[config.mk]
export PLATFORM = sky130hd
export DESIGN_NAME = fifo_rd_ctrl
export DESIGN_NICKNAME = d
export VERILOG_FILES = /design/src/rtl/fifo_rd_ctrl.sv
export SDC_FILE = /design/constraint.sdc
export NUM_CORES = 1
export LEC_CHECK = 0
export CORE_MARGIN = 4
export CORE_UTILIZATION = 46
export DETAILED_ROUTE_END_ITERATION = 12
export PLACE_DENSITY = 0.82
export SLEW_MARGIN = 5
export SYNTH_ARGS = -nofsm -noshare
export SYNTH_HDL_FRONTEND = slang
export SYNTH_SLANG_ARGS = --single-unit
[constraint.sdc]
create_clock -name RCLK -period 2.7 [get_ports RCLK]
set_input_delay 0.27 -clock RCLK [delete_from_list [all_inputs] [get_ports RCLK]]
set_output_delay 0.27 -clock RCLK [all_outputs]
set_load 0.02 [all_outputs]
[src/rtl/fifo_rd_ctrl.sv]
// Read-domain controller of the asynchronous FIFO: binary/Gray read pointer,
// registered empty/almost-empty flags, readable level and read/underflow strobes.
module fifo_rd_ctrl #(
   parameter int ADDR_WIDTH    = 4,
   parameter int AEMPTY_THRESH = 2
) (
   input  logic                  RCLK,
   input  logic                  RRSTn,
   input  logic                  rd_en,
   input  logic [ADDR_WIDTH:0]   wp2_rpt,
   output logic [ADDR_WIDTH-1:0] raddr,
   output logic [ADDR_WIDTH:0]   rpt,
   output logic                  empty,
   output logic                  almost_empty,
   output logic [ADDR_WIDTH:0]   rd_level,
   output logic                  rd_valid,
   output logic                  underflow
);

   localparam int PW = ADDR_WIDTH + 1;
   localparam logic [PW-1:0] AE_THRESH = PW'(AEMPTY_THRESH);

   function automatic logic [PW-1:0] bin2gray(input logic [PW-1:0] b);
      return b ^ (b >> 1);
   endfunction

   function automatic logic [PW-1:0] gray2bin(input logic [PW-1:0] g);
      logic [PW-1:0] b;
      b[PW-1] = g[PW-1];
      for (int i = PW - 2; i >= 0; i--) begin
         b[i] = b[i+1] ^ g[i];
      end
      return b;
   endfunction

   logic [PW-1:0] rbin_r;
   logic          accept_s;
   logic [PW-1:0] rbin_next_s;
   logic [PW-1:0] rgray_next_s;
   logic [PW-1:0] wbin_s;
   logic [PW-1:0] level_next_s;

   // Next-state pointer, level and flag inputs; the flags see the current wp2_rpt
   always_comb begin
      accept_s     = rd_en & ~empty;
      rbin_next_s  = rbin_r + {{ADDR_WIDTH{1'b0}}, accept_s};
      rgray_next_s = bin2gray(rbin_next_s);
      wbin_s       = gray2bin(wp2_rpt);
      level_next_s = wbin_s - rbin_next_s;
   end

   // Read-side state register; every output is taken straight from here
   always_ff @(posedge RCLK or negedge RRSTn) begin
      if (!RRSTn) begin
         rbin_r       <= {PW{1'b0}};
         rpt          <= {PW{1'b0}};
         empty        <= 1'b1;
         almost_empty <= 1'b1;
         rd_level     <= {PW{1'b0}};
         rd_valid     <= 1'b0;
         underflow    <= 1'b0;
      end else begin
         rbin_r       <= rbin_next_s;
         rpt          <= rgray_next_s;
         empty        <= (rgray_next_s == wp2_rpt);
         almost_empty <= (level_next_s <= AE_THRESH);
         rd_level     <= level_next_s;
         rd_valid     <= accept_s;
         underflow    <= rd_en & empty;
      end
   end

   assign raddr = rbin_r[ADDR_WIDTH-1:0];

endmodule

==> impl_metrics.ini <==
[status]
status = complete, no violations

[worst_setup_path]
end_kind = flop
slowest_stage = clkdlybuf4s50_1
required_ps = 2900
worstPathArrival_ps = 2820
crit_family = XOR/XNOR gates
critPathLaunchType = input pin
r2r.worst_path.cells = 9
cp.depth = 10
crit_buf_inv = 2
crit_fanout = 2
worstSetupPathType = in -> reg
crit_path_cell_trace = clkdlybuf4s50_1 -> xor3_2 -> xor2_2 -> xnor2_1 -> ha_1 -> inv_1 -> fa_2 -> a31oi_2 -> xnor2_2 -> a2111oi_4
critPathMaxStageDelay_ps = 500

[routing]
drt_wl_total_um = 1930
drt-initial-drc-count = 6
vias_per_cell = 4.94
wl_per_cell_um = 14.4
drtAntennaViolNets = 0
vias = 662
first_pass_iters = 4
drc = 0

[cts]
clockBufferDepth = 2
clkSinkCount = 18
cts_buffers = 3
cts_setup_buffers = 0
worstSkewPairLatency_ps = 300
cts_tree = built
clk_pin_slew_worst_paths_ps = 110
cts_root_buf = clkbuf_4
htreeDepth = 1

[placement]
hpwlAfterDp_um = 1510
place_area_sq_um = 1270
place_inst = 130
gp_congestion = 0.742
port_buffers = 25

[logic_synthesis]
ys_ff_latch = 18
synth_area_per_cell_sq_um = 12.8
synth_area_sq_um = 923
ys_seq_area_share_pct = 49.1
synth_xor_area_share_pct = 25.2
synth_compound_area_share_pct = 5.96
synthTopCellsByArea = dfrtp_1 (43%), xnor2_1 (14%), ha_1 (8.1%)
synth_edf_count = 0
synth_nets = 87
ys.flop_type = dfrtp_1
synth_top_area_share_pct = 43.4
synthAdderAreaFrac_pct = 10.3
yosys.cell_count.top_type = dfrtp_1
muxShareOfSynthArea_pct = 0
async_flop_share_pct = 100
synthSimpleGateAreaFrac_pct = 6.23
yosys.area.top_type = dfrtp_1
synth_top_family_by_area = XOR/XNOR gates
synth_commonest_cells = dfrtp_1 (16), xnor2_1 (15), ha_1 (6), inv_1 (6), xor2_1 (6)
yosys.cell_types.count = 22
ys_warn_count = 0
syn_inst = 72

[die]
dieArea_sq_um = 2790
die_x_um = 52.8
io_pins = 26
die_y_um = 52.8
coreArea_sq_um = 1820
start_util_pct = 50.7
fp-row-count = 15

[sta]
rsz0062_at_grt = false
finalHoldViolCount = 0
slew_headroom_pct = 48.8
hold_slack_ps = 408
finalCritPeriodShare_pct = 97.0
finalCriticalPeriod_ps = 2620
worst_pin_slew_ps = 766
skew_ps = 11.0
timing.fmax_mhz = 382
tns_ps = 0
final-max-slew-violation-count = 0
setup_viol = 0

[global_routing]
antenna_found_initial = 0
grt_pass1_wl_um = 3040
grt_pass1_vias = 690
grt_max_degree = 19
grtUsageTotal_pct = 15.9
globalRouteOverflowTotal = 0

[cells_and_area]
syn_to_final_growth_pct = 46.5
final_cells = 134
drive_above_1_share_pct = 21.1
final_nets = 125
n_antenna_cell = 0
final_area_sq_um = 1350

[power_and_ir_drop]
cellPowerDensity_nw_per_um2 = 1530
irDropWorstVdd_mv = 1.17
power_leakage_nw = 0.603
finalPower_w = 0.00207

[flow_run]
maxCapViolCount = 0

[worst_hold_path]
hp-class = in -> async
[cell type report]
class | count | area (sq um)
multi-input cells | 46 | 484
repair buffers | 35 | 325
clock buffers | 4 | 36.3
flip-flops and latches | 18 | 453
inverters | 6 | 22.5
fillers | 138 | 468
well taps | 25 | 31.3
[routing by layer]
metal  part of all wire, %  global-route usage (%)  wire, um
met5                     0                       0         0
met4                   1.6                    9.36        31
met3                   7.0                    5.13       134
met2                    53                    26.7      1030
met1                    38                    17.3       733
[logic make-up (layout without fill, tap and decap cells)]
kind of cell / count (synthesis) / in the layout
AO/OA/AOI/OAI: 7 / 7
XOR/XNOR: 23 / 23
adder cells (fa/ha/maj): 7 / 7
buffers and inverters: 8 / 45
flip-flops: 18 / 18
AND/OR/NAND/NOR: 9 / 9
[what timing repair did]
action | in CTS | in global routing
cloned | 0 | 0
setup endpoints to repair | 1 | 1
pin swaps | 2 | 3
hold buffers | 0 | 0
resized for setup | 1 | 5
[stage by stage]
step                util, %  setup WS (ps)
floorplan                 -            216
global route           74.3           1.55
CTS                    72.3           13.8
finish                 74.3           80.4
global placement       69.9           -186
detailed placement     69.9           -339
[report_power, final]
part           switching (W)  internal [W]  total (W)  leakage [nW]
Combinational       0.000696      0.000700    0.00140         0.371
Clock              0.0000843     0.0000823   0.000167        0.0210
Sequential         0.0000889      0.000415   0.000504         0.210
Total               0.000869       0.00120    0.00207         0.603
[worst paths after layout]
path	from	to	slack, ps
max	wp2_rpt[2]	almost_empty$_DFF_PN1_	80
min	RRSTn	rd_level[0]$_DFF_PN0_	410
max reg2reg	empty$_DFF_PN1_	almost_empty$_DFF_PN1_	270
min reg2reg	empty$_DFF_PN1_	underflow$_DFF_PN0_	560
max in group asynchronous	RRSTn	rd_valid$_DFF_PN0_	1810
min in group RCLK	rd_en	underflow$_DFF_PN0_	550
[flip-flops by register name, summed over array words and instances, names as in the netlist]
| name | flops |
|---|---|
| rbin_r | 5 |
| rd_level | 5 |
| rpt | 4 |
| almost_empty | 1 |
| empty | 1 |
| rd_valid | 1 |
| underflow | 1 |
[cell usage in the layout, fill, tap and decap left out, drive strengths merged]
| master | Yosys | routed |
|---|---|---|
| a2111oi | 1 | 1 |
| a21o | 2 | 2 |
| a21oi | 2 | 2 |
| a311oi | 1 | 1 |
| a31oi | 1 | 1 |
| and2 | 1 | 1 |
| and3b | 1 | 1 |
| and4b | 1 | 1 |
| buf | 0 | 10 |
| clkbuf | 2 | 4 |
| clkdlybuf4s50 | 0 | 25 |
| dfrtp | 16 | 16 |
| dfstp | 2 | 2 |
| fa | 1 | 1 |
| ha | 6 | 6 |
| inv | 6 | 6 |
| nand2 | 1 | 1 |
| nand3 | 2 | 2 |
| nand4 | 1 | 1 |
| nor2b | 2 | 2 |
| xnor2 | 15 | 15 |
| xor2 | 6 | 6 |
| xor3 | 2 | 2 |
Power figures use the tool's default switching activity.
